--- src/rtl/alu_mc.sv ---
// Multi-cycle integer ALU: single-cycle add/sub/logic/shift, iterative multiply and divide.
// Divider (ops 9/10) is built only when ALU_MC_DIV_EN is defined; otherwise those ops yield zero.
module alu_mc #(
    parameter int WIDTH = 32,
    parameter int SHW   = 5
) (
    input  logic             clk,
    input  logic             rst,
    input  logic             in_valid,
    output logic             in_ready,
    input  logic [3:0]       op,
    input  logic [WIDTH-1:0] sr,
    input  logic [WIDTH-1:0] tr,
    input  logic [SHW-1:0]   shamt,
    output logic             out_valid,
    output logic [WIDTH-1:0] dr,
    output logic             sf,
    output logic             zf,
    output logic             cf,
    output logic             vf,
    output logic             flag_up
);
    // state | meaning
    // IDLE  | ready; single-cycle ops complete here
    // ITER  | one multiply/divide bit per cycle, not ready
    // DONE  | iterative result presented, ready for next request
    typedef enum logic [1:0] {S_IDLE, S_ITER, S_DONE} state_t;

    localparam logic [3:0] OP_ADD  = 4'd0;
    localparam logic [3:0] OP_SUB  = 4'd1;
    localparam logic [3:0] OP_AND  = 4'd2;
    localparam logic [3:0] OP_OR   = 4'd3;
    localparam logic [3:0] OP_XOR  = 4'd4;
    localparam logic [3:0] OP_SLL  = 4'd5;
    localparam logic [3:0] OP_SRL  = 4'd6;
    localparam logic [3:0] OP_SRA  = 4'd7;
    localparam logic [3:0] OP_MUL  = 4'd8;
`ifdef ALU_MC_DIV_EN
    localparam logic [3:0] OP_DIVU = 4'd9;
    localparam logic [3:0] OP_REMU = 4'd10;
`endif

    state_t state_q, state_n;
    logic accept, is_multi;

    logic [3:0]       op_q;
    logic [WIDTH-1:0] acc_q, lo_q, opd_q;
    logic [SHW-1:0]   cnt_q;

    always_comb begin
        is_multi = (op == OP_MUL);
`ifdef ALU_MC_DIV_EN
        if (op == OP_DIVU || op == OP_REMU) is_multi = 1'b1;
`endif
    end

    assign accept = in_valid && in_ready;

    always_ff @(posedge clk) begin
        if (rst) state_q <= S_IDLE;
        else     state_q <= state_n;
    end

    always_comb begin
        state_n  = state_q;
        in_ready = 1'b0;
        case (state_q)
            S_IDLE: begin
                in_ready = 1'b1;
                if (accept && is_multi) state_n = S_ITER;
            end
            S_ITER: begin
                if (cnt_q == '0) state_n = S_DONE;
            end
            S_DONE: begin
                in_ready = 1'b1;
                state_n  = (accept && is_multi) ? S_ITER : S_IDLE;
            end
            default: state_n = S_IDLE;
        endcase
    end

    // Single-cycle datapath; shifts carry one extra bit so the last bit shifted out lands in cf.
    logic [WIDTH:0]        sum, diff, sll_x, srl_x;
    logic signed [WIDTH:0] sra_x;
    logic [WIDTH-1:0]      res_d;
    logic                  cf_d, vf_d, fu_d;

    always_comb begin
        sum   = {1'b0, tr} + {1'b0, sr};
        diff  = {1'b0, tr} - {1'b0, sr};
        sll_x = {1'b0, tr} << shamt;
        srl_x = {tr, 1'b0} >> shamt;
        sra_x = $signed({tr, 1'b0}) >>> shamt;
        res_d = '0;
        cf_d  = 1'b0;
        vf_d  = 1'b0;
        fu_d  = 1'b1;
        case (op)
            OP_ADD: begin
                res_d = sum[WIDTH-1:0];
                cf_d  = sum[WIDTH];
                vf_d  = (tr[WIDTH-1] == sr[WIDTH-1]) && (sum[WIDTH-1] != tr[WIDTH-1]);
            end
            OP_SUB: begin
                res_d = diff[WIDTH-1:0];
                cf_d  = diff[WIDTH];
                vf_d  = (tr[WIDTH-1] != sr[WIDTH-1]) && (diff[WIDTH-1] != tr[WIDTH-1]);
            end
            OP_AND: res_d = tr & sr;
            OP_OR:  res_d = tr | sr;
            OP_XOR: res_d = tr ^ sr;
            OP_SLL: {cf_d, res_d} = sll_x;
            OP_SRL: {res_d, cf_d} = srl_x;
            OP_SRA: {res_d, cf_d} = sra_x;
            default: fu_d = 1'b0;
        endcase
    end

    // Right-shifting shift-add multiplier: {acc_q, lo_q} holds the partial product.
    logic [WIDTH:0]   mul_sum;
    logic [WIDTH-1:0] mul_hi_n, mul_lo_n;
    logic [WIDTH-1:0] fin_res;
    logic             fin_cf, fin_vf;

    always_comb begin
        mul_sum  = {1'b0, acc_q} + (lo_q[0] ? {1'b0, opd_q} : '0);
        mul_hi_n = mul_sum[WIDTH:1];
        mul_lo_n = {mul_sum[0], lo_q[WIDTH-1:1]};
    end

`ifdef ALU_MC_DIV_EN
    // Restoring divider: acc_q is the partial remainder, lo_q shifts dividend out and quotient in.
    logic [WIDTH:0]   div_sh;
    logic             div_ok;
    logic [WIDTH-1:0] div_r_n, div_q_n;

    always_comb begin
        div_sh  = {acc_q, lo_q[WIDTH-1]};
        div_ok  = (div_sh >= {1'b0, opd_q});
        div_r_n = div_ok ? (div_sh[WIDTH-1:0] - opd_q) : div_sh[WIDTH-1:0];
        div_q_n = {lo_q[WIDTH-2:0], div_ok};
    end
`endif

    always_comb begin
        fin_res = mul_lo_n;
        fin_cf  = |mul_hi_n;
        fin_vf  = |mul_hi_n;
`ifdef ALU_MC_DIV_EN
        if (op_q != OP_MUL) begin
            fin_res = (op_q == OP_DIVU) ? div_q_n : div_r_n;
            fin_cf  = 1'b0;
            fin_vf  = (opd_q == '0);
        end
`endif
    end

    always_ff @(posedge clk) begin
        if (rst) begin
            op_q      <= '0;
            acc_q     <= '0;
            lo_q      <= '0;
            opd_q     <= '0;
            cnt_q     <= '0;
            out_valid <= 1'b0;
            dr        <= '0;
            sf        <= 1'b0;
            zf        <= 1'b0;
            cf        <= 1'b0;
            vf        <= 1'b0;
            flag_up   <= 1'b0;
        end else begin
            out_valid <= 1'b0;
            if (accept) begin
                if (is_multi) begin
                    op_q  <= op;
                    acc_q <= '0;
                    lo_q  <= tr;
                    opd_q <= sr;
                    cnt_q <= SHW'(WIDTH - 1);
                end else begin
                    out_valid <= 1'b1;
                    dr        <= res_d;
                    sf        <= res_d[WIDTH-1];
                    zf        <= (res_d == '0);
                    cf        <= cf_d;
                    vf        <= vf_d;
                    flag_up   <= fu_d;
                end
            end
            if (state_q == S_ITER) begin
                if (op_q == OP_MUL) begin
                    acc_q <= mul_hi_n;
                    lo_q  <= mul_lo_n;
                end
`ifdef ALU_MC_DIV_EN
                else begin
                    acc_q <= div_r_n;
                    lo_q  <= div_q_n;
                end
`endif
                if (cnt_q != '0) begin
                    cnt_q <= cnt_q - 1'b1;
                end else begin
                    out_valid <= 1'b1;
                    dr        <= fin_res;
                    sf        <= fin_res[WIDTH-1];
                    zf        <= (fin_res == '0);
                    cf        <= fin_cf;
                    vf        <= fin_vf;
                    flag_up   <= 1'b1;
                end
            end
        end
    end
endmodule
--- config.mk ---
export PLATFORM = sky130hd
export DESIGN_NAME = alu_mc
export DESIGN_NICKNAME = d
export VERILOG_FILES = /design/src/rtl/alu_mc.sv
export SDC_FILE = /design/constraint.sdc
export NUM_CORES = 1
export LEC_CHECK = 0
export BUFFER_PORTS_ARGS = -buffer_cell sky130_fd_sc_hd__buf_2
export CORE_AREA = 2 2 241 243
export CTS_BUF_LIST = sky130_fd_sc_hd__clkbuf_16
export CTS_CLUSTER_DIAMETER = 40
export CTS_CLUSTER_SIZE = 25
export DETAILED_ROUTE_END_ITERATION = 10
export DIE_AREA = 0 0 243 245
export GPL_TIMING_DRIVEN = 0
export MAX_ROUTING_LAYER = met4
export PLACE_DENSITY_LB_ADDON = 0.1
export SLEW_MARGIN = 40
export SYNTH_ARGS = -nofsm -noshare
export SYNTH_HDL_FRONTEND = slang
export SYNTH_SLANG_ARGS = --single-unit
export TNS_END_PERCENT = 30
--- constraint.sdc ---
create_clock -name clk -period 5.17 [get_ports clk]
set_input_delay 1.034 -clock clk [delete_from_list [all_inputs] [get_ports clk]]
set_output_delay 1.034 -clock clk [all_outputs]
set_load 0.01 [all_outputs]
### Word-level counts from Yosys, hierarchy flattened

Cells that the tools add are included.

* bits in registers: 145
* output and inout bits: 39
* word-level logic and storage cells: 105

* add/subtract/negate cells: 4
* eq/ne operators: 17
* shifts and indexed selects: 3
* muxes and demuxes: 50
* bitwise gates (word level): 3
* reductions and logical operators: 15

Operators with widths (count)
* 32-bit 2-to-1 mux: 13
* 32-bit one-hot mux with 8 select lines: 1
* 32-bit by 32-bit adder with 33-bit output: 2
* 32-bit logical NOT: 2
* 32-bit by 5-bit left shift with 33-bit output: 1
* 33-bit by 5-bit >> shifter with 33-bit output: 1
* 33-bit by 5-bit >>> shifter with 33-bit output: 1
* 32-bit by 32-bit subtractor with 33-bit output: 1
* 32-bit AND: 1
* 32-bit OR: 1
* 32-bit OR reduction: 1
* 32-bit XOR: 1
* 1-bit 2-to-1 mux: 27
* 5-bit 2-to-1 mux: 4
* 4-bit by 3-bit == test with 1-bit output, second input constant: 4
* 4-bit by 2-bit == test with 1-bit output, second input constant: 2
* 4-bit == test, second input constant: 2
* 8-bit OR reduction: 1
* 2-bit one-hot mux with 3 select lines: 1
* 5-bit logical NOT: 1
* 1-bit one-hot mux with 5 select lines: 1
* 5-bit nonzero test: 1
* 5-bit by 1-bit subtractor with 5-bit output, second input constant: 1
* 4-bit by 1-bit == test with 1-bit output, second input constant: 1
* other kinds (12): 20

### Logic depth before layout (Yosys ltp)

Gate-level depths: netlist (run 1).

* depth after elaboration: 8
* mapped depth: 17
* depth with buffers taken out: 15

### Worst setup path before layout (run 1)

OpenSTA, ideal clock, no wires.

* kind: input port to flip-flop
* start point: input port tr[3]
* end point: register zf
* library setup time: 0.088 ns
* arrival: 4.429 ns
* data required time: 5.082 ns
* setup slack: 0.653 ns
* cell stages on the path: 14
* cell sequence: clkbuf_1 inv_1 ha_1 clkbuf_1 a2111oi_0 a2111oi_0 o21ai_0 a2111o_1 or3b_1 or4_1 or4_1 nor4_2 nand4_1 o32ai_2

* word-level cells in the longest chain between the ends: 7
* elaborated cells on any way between the ends: 14
* those cells by class: add/sub (2); shift (3); mux (5); bitwise (3); reduce/logical (1)

RTL lines
* start, declared: RTL line 13 `input logic [WIDTH-1:0] tr,`
* 32-bit by 32-bit subtractor with 33-bit output, or another cell as far along: RTL line 91 `diff = {1'b0, tr} - {1'b0, sr};`
* 32-bit one-hot mux with 8 select lines *: RTL line 99 `case (op)`
* 32-bit logical NOT *: RTL line 186 `zf <= (res_d == '0);`
* 1-bit 2-to-1 mux *: RTL line 176 `if (is_multi) begin`
* 1-bit 2-to-1 mux *: RTL line 175 `if (accept) begin`
* 1-bit 2-to-1 mux: RTL line 203 `if (cnt_q != '0) begin`
* 1-bit 2-to-1 mux *: RTL line 192 `if (state_q == S_ITER) begin`
* end signal, assigned: RTL line 186
* end signal, assigned: RTL line 209 `zf <= (fin_res == '0);`
* end, declared: RTL line 18 `output logic zf,`

Mark *: on every way between the ends. The rest lies on a longest branch, timed or not.
A chain may end at the register's enable or synchronous reset.

### Worst setup path in the final report (run 1)

* start point: input port op[3]
* end point: register dr[28]

* word-level cells in the longest chain between the ends: 6
* elaborated cells on any way between the ends: 14
* those cells by class: eq/ne (8); mux (5); reduce/logical (1)

RTL lines
* start, declared: RTL line 11 `input logic [3:0] op,`
* 4-bit by 3-bit == test with 1-bit output, or another cell as far along: RTL line 99
* 32-bit one-hot mux with 8 select lines: RTL line 99
* 32-bit 2-to-1 mux *: RTL line 176
* 32-bit 2-to-1 mux *: RTL line 175
* 32-bit 2-to-1 mux: RTL line 203
* 32-bit 2-to-1 mux *: RTL line 192
* end signal, assigned: RTL line 184 `dr <= res_d;`
* end signal, assigned: RTL line 207 `dr <= fin_res;`
* end, declared: RTL line 16 `output logic [WIDTH-1:0] dr,`

Marks and branches as above.

==> flow_metrics.env, run 1 <==
export IMPL_fmax_mhz=194
export IMPL_worstPathRequired_ns=5.57
export IMPL_clock_path_buffers=2
export IMPL_min_period_over_period_pct=99.8
export IMPL_num_rows=88
export IMPL_syn_avg_cell_area_um2=7.24
export IMPL_numCtsBuffers=17
export IMPL_worst_clock_skew_ns=0.0131
export IMPL_grt_pass1_wl_mm=143
export IMPL_cts_htree_levels=4
export IMPL_vias=20419
export IMPL_synth_top_cell_by_area="dfxtp_1"
export IMPL_worstSetupPathType="in -> reg"
export IMPL_netlist_area_um2=17500
export IMPL_drv_cap=0
export IMPL_total_power_uw=3900
export IMPL_core_area_um2=57000
export IMPL_synth_nets=2635
export IMPL_rr_startpoint="lo_q[0]"
export IMPL_synthCells=2418
export IMPL_synthArstFlopShare_pct=0
export IMPL_endpoint="dr[28]"
export IMPL_start_util_pct=30.7
export IMPL_finalNonFillerCells=3328
export IMPL_r2r_end="vf"
export IMPL_grt_antenna_before_repair=3
export IMPL_peakVddDrop_mv=0.207
export IMPL_fillCellCount=6336
export IMPL_ant_nets=0
export IMPL_slew_headroom_pct=34.7
export IMPL_die_h_um=245
export IMPL_synth_area_top_cells="dfxtp_1 (17%), ha_1 (9.9%), nand2_1 (6.5%), mux4_2 (5.7%), a21oi_1 (5.6%)"
export IMPL_drt_iter0_drc=2022
export IMPL_power_density_nw_per_um2=196
export IMPL_grtUsageTotal_pct=33.9
export IMPL_min_path_type="reg -> reg"
export IMPL_die_x_um=243
export IMPL_synth_edf_count=0
export IMPL_dieArea_um2=59500
export IMPL_grt_max_degree=17
export IMPL_hold_viol=0
export IMPL_routed_wl_mm=99.6
export IMPL_multi_input_area_um2=13500
export IMPL_holdCritStartpoint="opd_q[26]"
export IMPL_synth_distinct_cells=93
export IMPL_fin_util_pct=34.9
export IMPL_routed_via_density=6.14
export IMPL_hpwl_mm=81.3
export IMPL_tightestPinTransition_ns=0.974
export IMPL_r2r_slack_ns=0.25
export IMPL_wl_per_cell_um=29.9
export IMPL_place_port_buffers=110
export IMPL_ioPinCount=115
export IMPL_worstPathMaxFanout=10
export IMPL_status="complete, no violations"
export IMPL_end_kind="register"
export IMPL_synth_top_area_share_pct=16.6
export IMPL_root_buffer="clkbuf_16"
export IMPL_r2r_cells=14
export IMPL_n_antenna_cell=0
export IMPL_fin_crit_ns=5.16
export IMPL_startpoint="op[3]"
export IMPL_synth_warnings=0
export IMPL_synth_seq_cells=145
export IMPL_clk_pin_slew_ns=0.07
export IMPL_whs_ns=0.452
export IMPL_drcViolationCount=0
export IMPL_grt_pass1_vias=20003
export IMPL_rsz0062_at_grt="yes"
export IMPL_area_growth_pct=13.6
export IMPL_tritoncts="built"
export IMPL_worstPathArrival_ns=5.56
export IMPL_nets=2768
export IMPL_grt_ovfl_total=0
export IMPL_gp_congestion=1.03
export IMPL_ys_flop_type="dfxtp_1"
export IMPL_clkLatencyLatePin_ns=0.48
export IMPL_cts_sinks=145
export IMPL_dp_cells=3300
export IMPL_drive_gt1_share_pct=13.0
export IMPL_seq_area_frac_synth_pct=16.6
export IMPL_register_area_um2=2900
export IMPL_drt_first_pass_iters=6
export IMPL_crit_path_start_kind="input port"
export IMPL_p_leak_uw=0.00802
export IMPL_final_max_slew_viol_count=0
export IMPL_final_setup_viol_count=0
sequential cells by signal (all words and copies together), names as in the netlist, 2 cells and up:
signal / cells
cnt_q: 5
op_q: 4
dr: 32
lo_q: 32
opd_q: 32
acc_q: 32
state_q: 2
metal layers:
layer	wire length, µm	global-route usage (%)	up-vias
li1	-	-	9223
met1	42000	42.0	10033
met2	45800	54.6	924
met3	6290	4.46	239
met4	5540	16.3	0
met5	0	-	-
power by group:
| part | internal [µW] | switching, µW |
|---|---|---|
| Sequential | 1140 | 16.6 |
| Clock | 716 | 569 |
| Combinational | 451 | 1000 |
Yosys cell counts (41+ instances only):
master	instances
nand3_1	61
dfxtp_1	145
clkbuf_1	162
nor3_1	50
nor2_1	244
mux4_2	44
nand2_1	305
and2_1	41
a21oi_1	195
ha_1	138
mux2i_1	53
o21ai_0	112
inv_1	118
a22oi_1	46
area by class of cell:
cell class              instances  area share (%)
well taps                     765            4.81
clock buffers                  17            2.14
clock inverters                14           0.787
multi-input cells            1951            68.0
repair buffers                119            3.08
flip-flops and latches        145            14.6
inverters                     119            2.25
plain buffers                 198            4.34
worst max-delay path, cell delays in order:
cell and delay [ns]:
buf_2 0.13, buf_2 0.19, or2_1 0.25, buf_2 0.26, nor3_2 0.51, clkbuf_1 0.60, buf_1 0.61, clkbuf_1 0.63
nand3_1 0.22, nand4_1 0.16, mux2i_1 0.07, o21ai_0 0.49, a221oi_1 0.17, nor3_1 0.21
kinds of logic (layout without fill, tap and decap cells):
group | Yosys count | in the layout | share of synthesized area (%)
AOI/OAI and AO/OA | 748 | 748 | 29.2
DFF | 145 | 145 | 16.6
and+or+nand+nor | 906 | 906 | 24.6
buffers and inverters | 322 | 467 | 7.36
muxes | 126 | 126 | 10.6
xor gates and xnor gates | 30 | 30 | 1.50
adders and majority gates | 141 | 141 | 10.2
worst min-delay path by stage:
| stage | slack (ns) | cells after the start | end |
|---|---|---|---|
| finish | 0.45 | 2 | opd_q[26] |
| floorplan | 0.43 | 2 | opd_q[0] |
| global route | 0.46 | 2 | opd_q[23] |
| CTS | 0.45 | 2 | opd_q[2] |
| global placement | 0.44 | 2 | opd_q[11] |
| detailed placement | 0.44 | 2 | opd_q[2] |
cell usage in the layout (no fill, tap or decap), types with 26 or more instances in the layout:
cell and instances:
nand2_1 305, mux2_2 28, buf_2 140, mux2i_1 50, inv_1 119, o21ai_0 108, a21oi_1 192, a21o_1 30
and2_1 41, nor2_1 242, mux4_2 44, nand3_1 61, nor3_1 46, a22oi_1 46, o211ai_1 29, a31oi_1 30
clkbuf_1 132, clkbuf_2 26, dfxtp_1 144, a211oi_1 35, nor4_1 28, a311oi_1 40, ha_1 138, nand4_1 28
a221oi_1 33
through the flow:
| step | TNS [ns] | setup slack (ns) | cell area (µm²) |
|---|---|---|---|
| finish | 0 | 0.0124 | 19900 |
| global route | -0.0461 | -0.0282 | 19900 |
| CTS | 0 | 0.0355 | 19700 |
| detailed placement | -8.05 | -1.11 | 19100 |
| global placement | -17.05 | -1.27 | 19000 |
| floorplan | 0 | 0.653 | 17500 |
repair_timing:
action                                  in CTS  in global routing
gates cloned                                 0                  0
endpoints found under the setup margin       6                  6
resized for setup                           12                 34
buffers inserted                             0                  2
pin swaps                                    0                  1
hold buffers                                 0                  0
No activity file was read; power rests on OpenSTA's default activity.
==> inputs of run 2 (changes only) <==
--- a/config.mk
+++ b/config.mk
@@ -15,6 +15,7 @@
 export GPL_TIMING_DRIVEN = 0
 export MAX_ROUTING_LAYER = met4
 export PLACE_DENSITY_LB_ADDON = 0.1
+export RECOVER_POWER = 100
 export SLEW_MARGIN = 40
 export SYNTH_ARGS = -nofsm -noshare
 export SYNTH_HDL_FRONTEND = slang
==> run 2 against run 1 <==
Compared with the run above:
- the run now ends with setup timing left
- combinational power about the same
- flip-flop and latch count stayed put
- critical path depth rose by 2
- maximum frequency decreased by 0.53%
- highest routed layer unchanged
- first-iteration DRC count fell by 5.5%
- cell count is essentially flat
- clock power about the same
- die area unchanged
- non-clock buffer count unchanged
- clock skew shrank 0.0019 ns
==> flow_metrics.env, run 2 (synthesis results as in run 1) <==
export IMPL_violations="setup timing"
export IMPL_final_common_cell="nand2_1"
export IMPL_wl_per_cell_um=30.0
export IMPL_worstSetupPathType="in -> reg"
export IMPL_hold_path_cell_count=2
export IMPL_grt_antenna_before_repair=3
export IMPL_nets=2768
export IMPL_drv_cap=0
export IMPL_num_rows=88
export IMPL_tritoncts="built"
export IMPL_worstPathArrival_ns=5.57
export IMPL_tightestPinTransition_ns=1.17
export IMPL_power_density_nw_per_um2=196
export IMPL_die_h_um=245
export IMPL_rsz0062_at_grt="yes"
export IMPL_cts_htree_levels=4
export IMPL_postLayoutCellArea_um2=19800
export IMPL_clkLatencyLatePin_ns=0.47
export IMPL_grt_pass1_vias=20003
export IMPL_worst_clock_skew_ns=0.0112
export IMPL_holdCritStartpoint="opd_q[26]"
export IMPL_min_period_over_period_pct=100
export IMPL_worstPathMaxFanout=10
export IMPL_finalNonFillerCells=3329
export IMPL_dp_cells=3300
export IMPL_place_port_buffers=110
export IMPL_peakVddDrop_mv=0.207
export IMPL_root_buffer="clkbuf_16"
export IMPL_worstPathRequired_ns=5.56
export IMPL_r2r_end="vf"
export IMPL_routed_wl_mm=99.8
export IMPL_rr_startpoint="lo_q[0]"
export IMPL_routed_via_density=6.13
export IMPL_vias=20413
export IMPL_crit_path_start_kind="input port"
export IMPL_min_path_type="reg -> reg"
export IMPL_startpoint="tr[13]"
export IMPL_drcViolationCount=0
export IMPL_clock_path_buffers=2
export IMPL_numCtsBuffers=17
export IMPL_grtUsageTotal_pct=33.9
export IMPL_drt_first_pass_iters=5
export IMPL_drive_gt1_share_pct=11.4
export IMPL_clk_pin_slew_ns=0.07
export IMPL_place_area_um2=19100
export IMPL_ioPinCount=115
export IMPL_dieArea_um2=59500
export IMPL_fin_crit_ns=5.19
export IMPL_r2r_cells=14
export IMPL_status="complete, but fails checks"
export IMPL_start_util_pct=30.7
export IMPL_drt_iter0_drc=1910
export IMPL_worstHoldEndpoint="opd_q[26]"
export IMPL_hpwl_mm=81.3
export IMPL_slew_headroom_pct=21.6
export IMPL_core_area_um2=57000
export IMPL_final_setup_viol_count=1
export IMPL_cts_sinks=145
export IMPL_setup_ws_ns=-0.0152
export IMPL_fin_util_pct=34.8
export IMPL_fmax_mhz=193
export IMPL_area_growth_pct=13.3
export IMPL_ant_nets=0
export IMPL_p_leak_uw=0.00786
export IMPL_final_max_slew_viol_count=0
export IMPL_grt_max_degree=17
export IMPL_cts_hold_buf=0
export IMPL_end_kind="register"
export IMPL_whs_ns=0.452
export IMPL_fin_setup_tns_ns=-0.0152
export IMPL_grt_pass1_wl_mm=143
export IMPL_hold_viol=0
export IMPL_grt_ovfl_total=0
export IMPL_gp_congestion=1.03
export IMPL_r2r_slack_ns=0.19
export IMPL_die_x_um=243
export IMPL_final_cell_mix="nand2_1 (305), nor2_1 (243), a21oi_1 (192)"
[run 2: cell types whose count changed in the layout (fill, tap and decap cells not counted), sizes merged]
cell    previous run  this run
diode              0         1
buf              158       112
clkbuf           176       222
[run 2: per-layer routing]
layer / vias to the layer above / global-route usage (%) / share of wire (%)
met3: 237 / 4.46 / 6.4
met2: 921 / 54.6 / 46
li1: 9222 / - / -
met1: 10033 / 42.0 / 42
met4: 0 / 16.3 / 5.7
met5: - / - / 0
[run 2: worst max-delay path by stage]
stage | slack (ns) | end
6_report | -0.02 | zf
2_1_floorplan | 0.65 | zf
5_1_grt | -0.04 | vf
3_3_place_gp | -1.27 | vf
3_5_place_dp | -1.11 | vf
4_1_cts | 0.04 | zf
[run 2: worst max-delay path, cell delays in order]
cell	delay [ns]
buf_2	0.13
clkbuf_2	0.45
inv_1	0.10
ha_1	0.35
clkbuf_1	0.46
inv_1	0.25
nor3_1	0.35
nand3_1	0.15
a41oi_1	0.49
o21ai_0	0.33
nand4_1	0.19
o41ai_1	0.09
a211o_1	0.35
nor4_1	0.42
nand4_1	0.20
o32ai_2	0.23
[run 2: cell type report]
type / instances / area (µm²)
inverter: 119 / 447
fill: 6356 / 37200
tap: 765 / 957
buffer: 198 / 861
multi-input combinational: 1951 / 13500
antenna: 1 / 2.50
sequential: 145 / 2900
clock inverter: 14 / 156
timing repair buffer: 119 / 562
clock buffer: 17 / 425
[run 2: per-stage QoR]
step,setup WS (ns),total power (µW)
2_1_floorplan,0.653,2000
3_3_place_gp,-1.27,2580
3_5_place_dp,-1.11,2580
4_1_cts,0.0355,3870
5_1_grt,-0.0385,4030
6_report,-0.0152,3890
[run 2: power by group]
group | total, µW | leakage [µW] | internal, µW | switching (µW)
clock | 1280 | 0.000290 | 716 | 567
sequential | 1160 | 0.00117 | 1140 | 17.1
combinational | 1450 | 0.00639 | 446 | 1000
[run 2: repair_timing]
action | 4_1_cts | 5_1_grt
pin swaps | 0 | 1
endpoints found under the setup margin | 6 | 6
setup buffers | 0 | 2
gates resized for setup | 12 | 34
